$ cat src/rtl/digit_entry_editor_pkg.sv
// digit_entry_editor_pkg: shared state encoding, digit width and cursor width helper
package digit_entry_editor_pkg;
  localparam int DIGIT_W = 4;
  typedef enum logic {ST_EDIT = 1'b0, ST_HOLD = 1'b1} state_t;
  function automatic int cursor_w(input int n);
    return (n > 2) ? $clog2(n) : 1;
  endfunction
endpackage

$ cat src/rtl/digit_entry_editor_digit_step.sv
// digit_step: modulo-RADIX increment/decrement of one digit, no carry or borrow out
module digit_step
  import digit_entry_editor_pkg::*;
#(
  parameter int RADIX = 10
) (
  input  logic [DIGIT_W-1:0] d,
  input  logic               inc,
  input  logic               dec,
  output logic [DIGIT_W-1:0] d_next
);
  localparam logic [DIGIT_W-1:0] DMAX = DIGIT_W'(RADIX - 1);
  always_comb
    d_next = inc ? ((d == DMAX) ? '0 : d + 1'b1) :
             dec ? ((d == '0) ? DMAX : d - 1'b1) : d;
endmodule

$ cat src/rtl/digit_entry_editor.sv
// digit_entry_editor: button-driven digit editor with a valid/ready commit port
module digit_entry_editor
  import digit_entry_editor_pkg::*;
#(
  parameter int NDIGITS         = 4,
  parameter int RADIX           = 10,
  parameter int CLEAR_ON_COMMIT = 1
) (
  input  logic                            clk,
  input  logic                            rst_n,
  input  logic                            up_pulse,
  input  logic                            down_pulse,
  input  logic                            left_pulse,
  input  logic                            right_pulse,
  input  logic                            enter_pulse,
  output logic [DIGIT_W*NDIGITS-1:0]      edit_value,
  output logic [cursor_w(NDIGITS)-1:0]    cursor,
  output logic                            editing,
  output logic [DIGIT_W*NDIGITS-1:0]      out_data,
  output logic                            out_valid,
  input  logic                            out_ready
);
  localparam int CW = cursor_w(NDIGITS);
  localparam logic [CW-1:0] CUR_MAX = CW'(NDIGITS - 1);
  if (RADIX != 10 && RADIX != 16) begin : g_bad_radix
    $error("digit_entry_editor: RADIX must be 10 or 16");
  end
  if (NDIGITS < 2 || NDIGITS > 8) begin : g_bad_ndigits
    $error("digit_entry_editor: NDIGITS must be 2..8");
  end
  state_t                       state;
  logic                         in_edit, do_up, do_down, do_left, do_right;
  logic [DIGIT_W-1:0]           cur_digit, next_digit;
  logic [NDIGITS-1:0]           wr_en;
  logic [DIGIT_W*NDIGITS-1:0]   edit_next;
  assign in_edit  = (state == ST_EDIT);
  // enter > up > down > left > right; losers are simply dropped
  assign do_up    = in_edit & ~enter_pulse & up_pulse;
  assign do_down  = in_edit & ~enter_pulse & ~up_pulse & down_pulse;
  assign do_left  = in_edit & ~enter_pulse & ~up_pulse & ~down_pulse & left_pulse;
  assign do_right = in_edit & ~enter_pulse & ~up_pulse & ~down_pulse & ~left_pulse & right_pulse;
  assign cur_digit = edit_value[cursor*DIGIT_W +: DIGIT_W];
  digit_step #(.RADIX(RADIX)) u_step (
    .d      (cur_digit),
    .inc    (do_up),
    .dec    (do_down),
    .d_next (next_digit)
  );
  always_comb begin
    wr_en = (do_up | do_down) ? (NDIGITS'(1) << cursor) : '0;
    edit_next = edit_value;
    for (int i = 0; i < NDIGITS; i++)
      edit_next[i*DIGIT_W +: DIGIT_W] = wr_en[i] ? next_digit : edit_value[i*DIGIT_W +: DIGIT_W];
  end
  always_ff @(posedge clk) begin
    if (!rst_n) begin
      state      <= ST_EDIT;
      edit_value <= '0;
      cursor     <= '0;
      editing    <= 1'b1;
      out_data   <= '0;
      out_valid  <= 1'b0;
    end else if (in_edit) begin
      edit_value <= edit_next;
      if (enter_pulse) begin
        out_data  <= edit_value;
        out_valid <= 1'b1;
        editing   <= 1'b0;
        state     <= ST_HOLD;
      end else if (do_left) begin
        cursor <= (cursor == CUR_MAX) ? '0 : cursor + 1'b1;
      end else if (do_right) begin
        cursor <= (cursor == '0) ? CUR_MAX : cursor - 1'b1;
      end
    end else if (out_valid && out_ready) begin
      out_valid <= 1'b0;
      editing   <= 1'b1;
      state     <= ST_EDIT;
      if (CLEAR_ON_COMMIT != 0) begin
        edit_value <= '0;
        cursor     <= '0;
      end
    end
  end
endmodule

$ cat config.mk
export PLATFORM = sky130hd
export DESIGN_NAME = digit_entry_editor
export DESIGN_NICKNAME = d
export VERILOG_FILES = /design/src/rtl/digit_entry_editor_pkg.sv /design/src/rtl/digit_entry_editor_digit_step.sv /design/src/rtl/digit_entry_editor.sv
export SDC_FILE = /design/constraint.sdc
export NUM_CORES = 1
export LEC_CHECK = 0
export BUFFER_PORTS_ARGS = -buffer_cell sky130_fd_sc_hd__buf_2
export CORE_MARGIN = 3
export CORE_UTILIZATION = 30
export CTS_BUF_LIST = sky130_fd_sc_hd__clkbuf_4 sky130_fd_sc_hd__clkbuf_8
export CTS_CLUSTER_DIAMETER = 100
export DETAILED_ROUTE_END_ITERATION = 8
export PLACE_DENSITY_LB_ADDON = 0.12
export SLEW_MARGIN = 20
export SYNTH_ARGS = -nofsm -noshare
export SYNTH_HDL_FRONTEND = slang
export SYNTH_HIERARCHICAL = 1
export SYNTH_SLANG_ARGS = --single-unit
$ cat constraint.sdc
create_clock -name clk -period 2.3 [get_ports clk]
set_input_delay 0 -clock clk [delete_from_list [all_inputs] [get_ports clk]]
set_output_delay 0 -clock clk [all_outputs]
set_load 0.02 [all_outputs]
# Word level (Yosys, flattened, before mapping)
# Index checks and enable logic that the tools add are counted.
# word_totals
regBits,37
latch_bits,0
mem_bits_rw,0
romBits,0
inputBits,8
out_inout_bits,36
n_memories,0
# op_classes
n_addsub,4
n_mul,0
div_mod_pow,0
order_cmp,0
eq_ne,4
n_shift,2
n_mux,27
n_bitwise,14
reduce_logical,16
# ops
cell,count
4-bit 2-to-1 mux,9
16-bit 2-to-1 mux,2
16-bit by 5-bit variable part select with 4-bit output,1
2-bit 2-to-1 mux,7
2-bit AND reduction,6
2-bit nonzero test,5
1-bit 2-to-1 mux,9
1-bit bitwise AND,8
1-bit NOT,5
"4-bit by 1-bit adder with 4-bit output, second input constant",1
"4-bit == test, second input constant",1
4-bit zero test,1
"2-bit by 1-bit != test with 1-bit output, second input constant",2
"1-bit by 2-bit << shifter with 4-bit output, first input constant",1
"4-bit by 1-bit subtractor with 4-bit output, second input constant",1
3-bit AND reduction,1
3-bit nonzero test,1
"2-bit by 1-bit adder with 2-bit output, second input constant",1
"2-bit == test, second input constant",1
2-bit zero test,1
"2-bit by 1-bit subtractor with 2-bit output, second input constant",1
1-bit logical AND,1
1-bit bitwise OR,1

# Logic depth before layout (Yosys ltp)
# Gate-level depths: netlist of run 1.
# logic_depth
depth_word,10
mapped_depth,8

# Hierarchy
# Netlist of run 1, hierarchy kept.
# modules_own_cells
mod,instances,cells_per_inst,area_each_um2,seq_area_each_um2
digit_entry_editor,1,169,1596.5,740.7
digit_step,1,23,177.7,0.0

# Worst setup path before layout of run 1
# OpenSTA, ideal clock, no wires.
# synth_path
path_kind,register to register
from,reg cursor[1]
to,reg edit_value[1]
t_arrival_ns,2.237
t_required_ns,2.226
slack_ns,-0.012
path_stages_with_launch,8
period_less_slack_ns,2.312
path_cell_list,dfxtp_1 > mux4_2 > buf_6 > or3b_4 > a221oi_2 > a31o_1 > nand2_1 > o21ai_0
# synth_between
elab_chain_cells,7
word_cells_on_any_way,15
classes_between,add/sub: 2; eq/ne: 1; shift: 2; mux: 7; reduce/logical: 3
# synth_lines
element,line_no,rtl
start: declaration,digit_entry_editor.sv:17,"output logic [cursor_w(NDIGITS)-1:0] cursor,"
start signal: assignment,digit_entry_editor.sv:71,cursor <= (cursor == CUR_MAX) ? '0 : cursor + 1'b1;
start signal: assignment,digit_entry_editor.sv:73,cursor <= (cursor == '0) ? CUR_MAX : cursor - 1'b1;
16-bit by 5-bit variable part select with 4-bit output *,digit_entry_editor.sv:42,assign cur_digit = edit_value[cursor*DIGIT_W +: DIGIT_W];
named net cur_digit[0],digit_entry_editor.sv:33,"logic [DIGIT_W-1:0] cur_digit, next_digit;"
4-bit by 1-bit subtractor with 4-bit output or 4-bit zero test (tied branches),digit_entry_editor_digit_step.sv:15,dec ? ((d == '0) ? DMAX : d - 1'b1) : d;
4-bit 2-to-1 mux (2 in series),digit_entry_editor_digit_step.sv:15,
4-bit 2-to-1 mux *,digit_entry_editor_digit_step.sv:14,d_next = inc ? ((d == DMAX) ? '0 : d + 1'b1) :
named net next_digit[1],digit_entry_editor.sv:33,
4-bit 2-to-1 mux *,digit_entry_editor.sv:53,edit_next[i*DIGIT_W +: DIGIT_W] = wr_en[i] ? next_digit : edit_value[i*DIGIT_W +: DIGIT_W];
16-bit 2-to-1 mux *,digit_entry_editor.sv:63,end else if (in_edit) begin
end signal: assignment,digit_entry_editor.sv:64,edit_value <= edit_next;
end: declaration,digit_entry_editor.sv:16,"output logic [DIGIT_W*NDIGITS-1:0] edit_value,"
# Mark *: on every way through the listed nets, which the timed path passes. The rest lies on a longest branch. The select of a mux whose other input is x is not followed.
# A chain may end at the register's enable or synchronous reset.

# Worst setup path after layout of run 1
# layout_path
from,reg cursor[1]
to,reg edit_value[5]
# The elaborated chain is that of the path after synthesis.

==> metrics.txt, run 1 <==
Netlist cell types=40; routed vias=1,517; RSZ-0062 raised after global routing=no; detailed-route DRC error count=0; diodes inserted=0; Synth Flop Type=dfxtp_1; syn_area_per_cell=9.24 sq um; final setup violation count=0; R2R Path End=edit_value[5]; cell family with most CP delay=multiplexers; DRT iter0 DRCs=64; CTS Buffer Depth=2; initial core utilization=31.6%; top cells by area, synth=dfxtp_1 (42%), nand2_1 (8.9%), mux4_2 (5.1%); post-route ant nets=0; P&R area growth vs syn=23.7%; Hold Path Origin=rst_n; Final Hold Viols=0; Worst-path clk slew=0.07 ns; crit path DAT=2.36 ns; Max-cap violations=0; sequential area share after synthesis=41.7%; clk sinks=37; fin. max-slew vios=0; post-synth top area share=41.7%; Top-Level Pins=44; setup TNS=0 ns; die area=0.00687 sq mm; slowest stage delay, CP=0.61 ns; Post-Route Skew=0.00583 ns; R2R Setup Slk=0.15 ns; f_max=465 MHz; chip height=82.9 um; final critical-path share of the clock period=93.4%; Slew @ Worst Pin=0.568 ns; Syn Inst Count=192; Worst-Skew Late Latency=0.29 ns; post-synth top area cell=dfxtp_1; CP Class=reg -> reg; Most Used Layer, Global Route=met2; minimum clock period=2.15 ns; startpoint types=flip-flop; critical path required time=2.51 ns; final hold slack=0.0200 ns; Max IR drop VDD=0.225 mV; IO buf count=43; HPWL after DPL=3330 um; grt met1 use=19.0%; FF+latch count, synth=37; Hold EP=cursor[1]; core area=0.00561 sq mm; Worst Path Max Fanout=6; Buf/Inv on CP=0; first-pass GRT wire length=7550 um; GPL Wtd Cong=0.794; TritonCTS clock tree=yes; crit path max-delay cell type=mux4_2; number of vias per cell=4.80; DR pass1 iterations=4; antenna violations before repair=0; global routing usage on met2=20.4%; H-tree level count=2; number of fill cells=589; Hold Path Class=in -> reg; Congestion Overflow GR=0; fin nets=255; DIE WIDTH=82.9 um; Worst slew margin=62.1%; status=finished clean; Pwr Density=623 mW/mm^2; Post-Syn Nets=204; Synth async-reset ratio=0%; number of synthesized flops with an enable pin=0; vias in the first global route=1,430; Post-Route WL=4550 um; RR Startpoint=cursor[1]; crit path cell chain=mux4_2 > or3b_4 > a221oi_2 > a31o_1 > nand2_1 > o21ai_0; num rows=27; largest net degree at the start of global routing=20; Critical Path End Type=flip-flop; All-Layer GR Usage=13.5%; DR WL/cell=14.4 um; share of layout cells above drive strength 1=36.5%; area of the mapped netlist=0.00177 sq mm; Root Driver=clkbuf_8; static leakage=0.869 nW; TritonCTS Buffers=5; Reg2Reg Depth=6; Worst Hold Path Cells=3; Ys Warns=6; GR Util met3=3.67%
==> power by group <==
group          switching, mW  internal (mW)  total (mW)
registers            0.00773          0.647       0.655
logic                 0.0807         0.0414       0.122
clock network          0.224          0.365       0.590
total                  0.313           1.05        1.37
==> state kept, by name, summed over array words and instances, names as in the netlist <==
name,cells
out_valid,1
cursor,2
editing,1
out_data,16
state,1
edit_value,16
==> cell usage in the layout (no fill, tap or decap), types with 2 or more instances in the layout <==
cell type  count
buf_2         43
nand2_1       41
dfxtp_1       36
nand3_1       17
o21ai_0       16
a21oi_1        9
a21oi_2        9
buf_4          9
clkbuf_8       6
nor2b_1        5
mux4_2         4
inv_1          4
o21ai_1        4
nand3_2        4
ha_1           4
nor2_1         3
o22ai_1        2
nand2_2        2
a21boi_0       2
xnor2_1        2
==> timing repair <==
action,in CTS,in global routing
setup buffers,0,3
resized for setup,0,2
hold buffers,0,0
setup endpoints to repair,0,7
==> final cells by class <==
cell class	instances	area [sq um]	area share [%]
Inverter	5	18.8	0.855
Clock inverter	1	30.0	1.37
Tap cell	72	90.1	4.10
Timing Repair Buffer	52	283	12.9
Multi-Input combinational cell	142	941	42.9
Sequential cell	37	742	33.8
Clock buffer	7	90.1	4.10
==> cells in the mapped netlist (2+ instances only) <==
| cell | count |
|---|---|
| nand3_1 | 17 |
| nand3_2 | 4 |
| buf_4 | 2 |
| a21oi_1 | 9 |
| a21boi_0 | 2 |
| dfxtp_1 | 37 |
| ha_1 | 4 |
| a21oi_2 | 9 |
| o21ai_1 | 4 |
| nand2_1 | 42 |
| nor2b_1 | 5 |
| buf_6 | 4 |
| xnor2_1 | 2 |
| inv_1 | 4 |
| mux4_2 | 4 |
| o21ai_0 | 16 |
| o22ai_1 | 2 |
| nor2_1 | 3 |
==> how the worst max path moves through the flow <==
stage / startpoint / end / slack (ns) / cells past startpoint
floorplan: cursor[1] / edit_value[1] / 0.14 / 7
global placement: cursor[1] / edit_value[5] / 0.18 / 6
detailed placement: cursor[1] / edit_value[9] / 0.15 / 6
CTS: cursor[1] / edit_value[5] / 0.12 / 6
global route: cursor[1] / edit_value[11] / 0.009 / 7
finish: cursor[1] / edit_value[5] / 0.15 / 6
==> per-stage QoR <==
step	utilization, %	power (mW)	setup slack (ns)	area [sq um]	cells
6_report	39.1	1.37	0.151	2190	316
5_1_grt	39.1	1.43	0.00873	2190	316
4_1_cts	38.5	1.38	0.123	2160	313
2_1_floorplan	-	0.762	0.144	1780	192
3_5_place_dp	36.4	0.790	0.148	2040	305
3_3_place_gp	36.4	0.790	0.182	2040	305
==> kinds of logic (layout without fill, tap and decap cells) <==
| group | count (synthesis) | in the layout | synth area share (%) |
|---|---|---|---|
| multiplexers | 5 | 5 | 5.64 |
| flip-flops | 37 | 37 | 41.7 |
| AND/OR/NAND/NOR | 84 | 84 | 25.2 |
| AO/OA/AOI/OAI | 47 | 47 | 17.7 |
| adder cells (fa/ha/maj) | 4 | 4 | 2.82 |
| buffers and inverters | 13 | 65 | 5.85 |
| XOR/XNOR | 2 | 2 | 0.987 |
==> per-layer routing <==
metal | vias to the layer above | routed length [um]
met5 | - | 0
met4 | 0 | 35
met3 | 5 | 226
met2 | 39 | 2040
met1 | 698 | 2250
li1 | 775 | -
==> tightest hold or removal path: stages <==
cell     delay (ns)
buf_2          0.11
nand2_1        0.08
o22ai_1        0.08
No activity file was read; power rests on OpenSTA's default activity.
==> inputs of run 2 (changes only) <==
--- a/config.mk
+++ b/config.mk
@@ -11,7 +11,7 @@
 export CTS_BUF_LIST = sky130_fd_sc_hd__clkbuf_4 sky130_fd_sc_hd__clkbuf_8
 export CTS_CLUSTER_DIAMETER = 100
 export DETAILED_ROUTE_END_ITERATION = 8
-export PLACE_DENSITY_LB_ADDON = 0.12
+export PLACE_DENSITY = 0.59
 export SLEW_MARGIN = 20
 export SYNTH_ARGS = -nofsm -noshare
 export SYNTH_HDL_FRONTEND = slang
==> metrics.txt, run 2 (synthesis gave the netlist of run 1 again) <==
Slew @ Worst Pin=0.648 ns (was 0.568 ns); Post-Route WL=4440 um (was 4550 um); fin. max-slew vios=0 (unchanged); CP startpoint=cursor[1] (unchanged); CTS Buffer Depth=2 (unchanged); crit path DAT=2.37 ns (was 2.36 ns); first-pass GRT wire length=7330 um (was 7550 um); initial core utilization=31.6% (unchanged); share of layout cells above drive strength 1=35.3% (was 36.5%); Congestion Overflow GR=0 (unchanged); R2R Setup Slk=0.14 ns (was 0.15 ns); core area=0.00561 sq mm (unchanged); Critical Path End Type=flip-flop (unchanged); IO buf count=43 (unchanged); Finished Cell Area=0.00216 sq mm (was 0.00219 sq mm); TritonCTS Buffers=5 (unchanged); Pwr Density=629 mW/mm^2 (was 623 mW/mm^2); P&R area growth vs syn=21.8% (was 23.7%); status=finished clean (unchanged); H-tree level count=2 (unchanged); Hold Path Origin=rst_n (unchanged); chip height=82.9 um (unchanged); Hold Path Class=in -> reg (unchanged); All-Layer GR Usage=13.0% (was 13.5%); Worst-path clk slew=0.07 ns (about the same); Max IR drop VDD=0.239 mV (was 0.225 mV); post-route ant nets=0 (unchanged); final critical-path share of the clock period=94.0% (was 93.4%); Max-cap violations=0 (unchanged); TritonCTS clock tree=yes (unchanged); DIE WIDTH=82.9 um (unchanged); number of fill cells=593 (was 589); final setup violation count=0 (unchanged); DR pass1 iterations=5 (was 4); routed vias=1,546 (was 1,517); Worst-Skew Late Latency=0.29 ns (about the same); diodes inserted=0 (unchanged); Reg2Reg Depth=6 (unchanged); f_max=463 MHz (was 465 MHz); Hold EP=cursor[1] (unchanged); Top-Level Pins=44 (unchanged); DRT iter0 DRCs=117 (was 64); CP Class=reg -> reg (unchanged); commonest non-fill, non-tap cell in the layout=buf_2 (unchanged); Worst slew margin=56.8% (was 62.1%); RR Startpoint=cursor[1] (unchanged); HPWL after DPL=3260 um (was 3330 um); largest registers=edit_value x16, out_data x16, cursor x2 (unchanged); fin nets=252 (was 255); vias in the first global route=1,428 (was 1,430); Post-Route Skew=0.00491 ns (was 0.00583 ns); largest net degree at the start of global routing=20 (unchanged); setup TNS=0 ns (unchanged); startpoint types=flip-flop (unchanged); clk sinks=37 (unchanged); placed instance area=0.00203 sq mm (was 0.00204 sq mm); most frequent cells in the layout=buf_2 (43), nand2_1 (42), dfxtp_1 (36) (was buf_2 (43), nand2_1 (41), dfxtp_1 (36)); GPL Wtd Cong=0.877 (was 0.794); post-CTS sizing=0 (unchanged); Root Driver=clkbuf_8 (unchanged); die area=0.00687 sq mm (unchanged); static leakage=0.847 nW (was 0.869 nW); number of vias per cell=4.94 (was 4.80); Worst Hold Path Cells=3 (unchanged); Worst Path Max Fanout=7 (was 6); FF/Latch Area=742 sq um (unchanged); R2R Path End=edit_value[1] (was edit_value[5]); antenna violations before repair=0 (unchanged); num rows=27 (unchanged); DR WL/cell=14.2 um (was 14.4 um); critical path required time=2.51 ns (about the same); Final Hold Viols=0 (unchanged); minimum clock period=2.16 ns (was 2.15 ns); detailed-route DRC error count=0 (unchanged); multi-input logic area=930 sq um (was 941 sq um)
-- run 2: through the flow --
stage | hold slack, ns | util, % | power [mW] | setup slack (ns) | std cells
2_1_floorplan | 0.152 | - | 0.762 | 0.144 | 192
5_1_grt | 0.0341 | 38.5 | 1.42 | -0.00478 | 313
4_1_cts | 0.0202 | 38.3 | 1.37 | 0.115 | 311
3_5_place_dp | 0.325 | 36.1 | 0.784 | 0.119 | 303
6_report | 0.0240 | 38.5 | 1.36 | 0.138 | 313
3_3_place_gp | 0.317 | 36.1 | 0.782 | 0.181 | 303
-- run 2: final cells by class --
cell class	count	share of cell area, %
Sequential cell	37	34.3
Timing Repair Buffer	49	12.0
Clock inverter	2	1.74
Clock buffer	6	3.82
Inverter	5	0.869
Tap cell	72	4.17
Multi-Input combinational cell	142	43.0
-- run 2: what timing repair did --
action                     in CTS  in global routing
hold buffers                    0                  0
setup endpoints to repair       0                  5
setup buffers                   0                  2
-- run 2: routing by layer --
layer / vias up / share of wire, % / wire length, um / GRT usage, %
li1: 767 / - / - / -
met1: 718 / 47 / 2080 / 16.9
met2: 49 / 45 / 1990 / 20.7
met3: 12 / 6.1 / 271 / 3.97
met4: 0 / 2.1 / 95 / 3.57
met5: - / 0 / 0 / 0
-- run 2: critical path, cell delays in order, from the launching register on --
cell	delay, ns
dfxtp_2	0.40
mux4_2	0.62
or3b_4	0.44
a221oi_2	0.25
a31o_1	0.12
nand2_1	0.09
o21ai_0	0.17
-- run 2: how the worst max path moves through the flow --
| stage | end | slack (ns) | depth (start not counted) |
|---|---|---|---|
| CTS | edit_value[1] | 0.12 | 6 |
| global placement | edit_value[1] | 0.18 | 6 |
| detailed placement | edit_value[5] | 0.12 | 6 |
| floorplan | edit_value[1] | 0.14 | 7 |
| global route | edit_value[13] | -0.005 | 6 |
| finish | edit_value[1] | 0.14 | 6 |
-- run 2: where the power goes --
part           switching (mW)  internal, mW  total, mW
sequential            0.00821         0.647      0.655
combinational          0.0765        0.0389      0.115
clock                   0.235         0.353      0.588
==> inputs of run 3 (changes only) <==
--- a/config.mk
+++ b/config.mk
@@ -11,7 +11,7 @@
 export CTS_BUF_LIST = sky130_fd_sc_hd__clkbuf_4 sky130_fd_sc_hd__clkbuf_8
 export CTS_CLUSTER_DIAMETER = 100
 export DETAILED_ROUTE_END_ITERATION = 8
-export PLACE_DENSITY = 0.59
+export PLACE_DENSITY = 0.6
 export SLEW_MARGIN = 20
 export SYNTH_ARGS = -nofsm -noshare
 export SYNTH_HDL_FRONTEND = slang
==> metrics.txt, run 3 (synthesis gave the netlist of run 1 again) <==
CP Class=reg -> reg (unchanged); largest registers=edit_value x16, out_data x16, cursor x2 (unchanged); DR WL/cell=13.4 um (was 14.2 um); total power draw=1.22 mW (was 1.36 mW); Reg2Reg Depth=7 (was 6); fin nets=254 (was 252); num rows=27 (unchanged); placed instance area=0.00203 sq mm (about the same); chip height=82.9 um (unchanged); final setup violation count=0 (unchanged); Worst Hold Path Cells=3 (unchanged); R2R Setup Slk=0.15 ns (was 0.14 ns); Hold EP=cursor[0] (was cursor[1]); DRT iter0 DRCs=60 (was 117); GPL Wtd Cong=0.861 (was 0.877); fin cells=315 (was 313); Worst slew margin=55.3% (was 56.8%); routed vias=1,515 (was 1,546); Pwr Density=568 mW/mm^2 (was 629 mW/mm^2); largest net degree at the start of global routing=20 (unchanged); number of vias per cell=4.81 (was 4.94); P&R area growth vs syn=20.7% (was 21.8%); cell family with most CP delay=multiplexers (unchanged); startpoint types=flip-flop (unchanged); final hold slack=0.0146 ns (was 0.0240 ns); RSZ-0062 raised after global routing=no; Worst Path Max Fanout=5 (was 7); Critical Path End Type=flip-flop (unchanged); final core utilization=38.2% (was 38.5%); Top-Level Pins=44 (unchanged); Slew @ Worst Pin=0.670 ns (was 0.648 ns); Congestion Overflow GR=0 (unchanged); Max IR drop VDD=0.293 mV (was 0.239 mV); R2R Path End=edit_value[15] (was edit_value[1]); antenna violations before repair=0 (unchanged); Root Driver=clkbuf_8 (unchanged); final critical-path share of the clock period=93.4% (was 94.0%); post-route ant nets=0 (unchanged); first-pass GRT wire length=7160 um (was 7330 um); most frequent cells in the layout=buf_2 (43), nand2_1 (42), dfxtp_1 (36) (unchanged); die area=0.00687 sq mm (unchanged); H-tree level count=2 (unchanged); Inst Count DP=304 (was 303); detailed-route DRC error count=0 (unchanged); All-Layer GR Usage=12.8% (was 13.0%); commonest non-fill, non-tap cell in the layout=buf_2 (unchanged); HPWL after DPL=3240 um (was 3260 um); FF/Latch Area=742 sq um (unchanged); diodes inserted=0 (unchanged); IO buf count=43 (unchanged); DIE WIDTH=82.9 um (unchanged); number of fill cells=583 (was 593); Post-Route WL=4230 um (was 4440 um); TritonCTS Buffers=5 (unchanged); Finished Cell Area=0.00214 sq mm (was 0.00216 sq mm); Hold Path Origin=rst_n (unchanged); core area=0.00561 sq mm (unchanged); Hold Path Class=in -> reg (unchanged); setup TNS=0 ns (unchanged); clk sinks=37 (unchanged); DR pass1 iterations=4 (was 5); critical path required time=2.51 ns (about the same); slowest stage delay, CP=0.57 ns (was 0.62 ns); Max-cap violations=0 (unchanged); status=finished clean (unchanged); TritonCTS clock tree=yes (unchanged); fin. max-slew vios=0 (unchanged); static leakage=0.848 nW (was 0.847 nW); post-place setup slack=0.130 ns (was 0.119 ns); Worst-Skew Late Latency=0.28 ns (was 0.29 ns); Worst-path clk slew=0.07 ns (about the same); final setup margin=0.152 ns (was 0.138 ns); share of layout cells above drive strength 1=35.8% (was 35.3%); CTS Buffer Depth=2 (unchanged); crit path DAT=2.36 ns (was 2.37 ns); f_max=466 MHz (was 463 MHz); vias in the first global route=1,424 (was 1,428); Buf/Inv on CP=1 (was 0); initial core utilization=31.6% (unchanged); multi-input logic area=930 sq um (unchanged); hold-fix buffer count after cts=0 (unchanged); crit path max-delay cell type=mux4_2 (unchanged); Final Hold Viols=0 (unchanged); RR Startpoint=cursor[1] (unchanged); crit path cell chain=mux4_2 > buf_4 > nor4b_2 > mux2i_1 > o221ai_1 > nand2_1 > o21ai_0 (was mux4_2 > or3b_4 > a221oi_2 > a31o_1 > nand2_1 > o21ai_0); minimum clock period=2.15 ns (was 2.16 ns); Post-Route Skew=0.00265 ns (was 0.00491 ns)
## run 3: timing repair
action                     CTS  global route
resized for setup            0             0
setup endpoints to repair    0             1
buffers inserted             0             3
## run 3: cell type report
cell class,count,area share (%)
clock inverters,2,0.467
multi-input cells,142,43.4
inverters,5,0.876
repair buffers,51,12.9
well taps,72,4.21
clock buffers,6,3.56
flip-flops and latches,37,34.6
## run 3: how the worst max path moves through the flow
stage	from	endpoint	cells past startpoint
after global routing	cursor[1]	edit_value[6]	7
final	cursor[1]	edit_value[15]	7
after global placement	cursor[1]	edit_value[13]	6
after floorplan	cursor[1]	edit_value[1]	7
after detailed placement	cursor[1]	edit_value[5]	6
after CTS	cursor[1]	edit_value[5]	6
## run 3: power breakdown
group / total (mW) / internal (mW) / leakage (nW) / switching [mW]
Sequential: 0.655 / 0.647 / 0.299 / 0.00797
Clock: 0.445 / 0.222 / 0.0484 / 0.224
Combinational: 0.117 / 0.0409 / 0.500 / 0.0759
## run 3: worst register-to-register path, delay by kind of cell (launching register included)
| kind | cells | cell delay [ns] |
|---|---|---|
| compound gates | 2 | 0.34 |
| buf+inv | 1 | 0.18 |
| flops | 1 | 0.39 |
| mux | 2 | 0.69 |
| simple gates | 2 | 0.47 |
## run 3: layer usage
| layer | share of wire, % | track usage (%) | wire length, um | vias up |
|---|---|---|---|---|
| met5 | 0 | 0 | 0 | - |
| met4 | 1.9 | 5.79 | 82 | 0 |
| met3 | 4.9 | 3.37 | 209 | 9 |
| met2 | 45 | 20.2 | 1920 | 40 |
| met1 | 48 | 16.3 | 2020 | 690 |
| li1 | - | - | - | 776 |
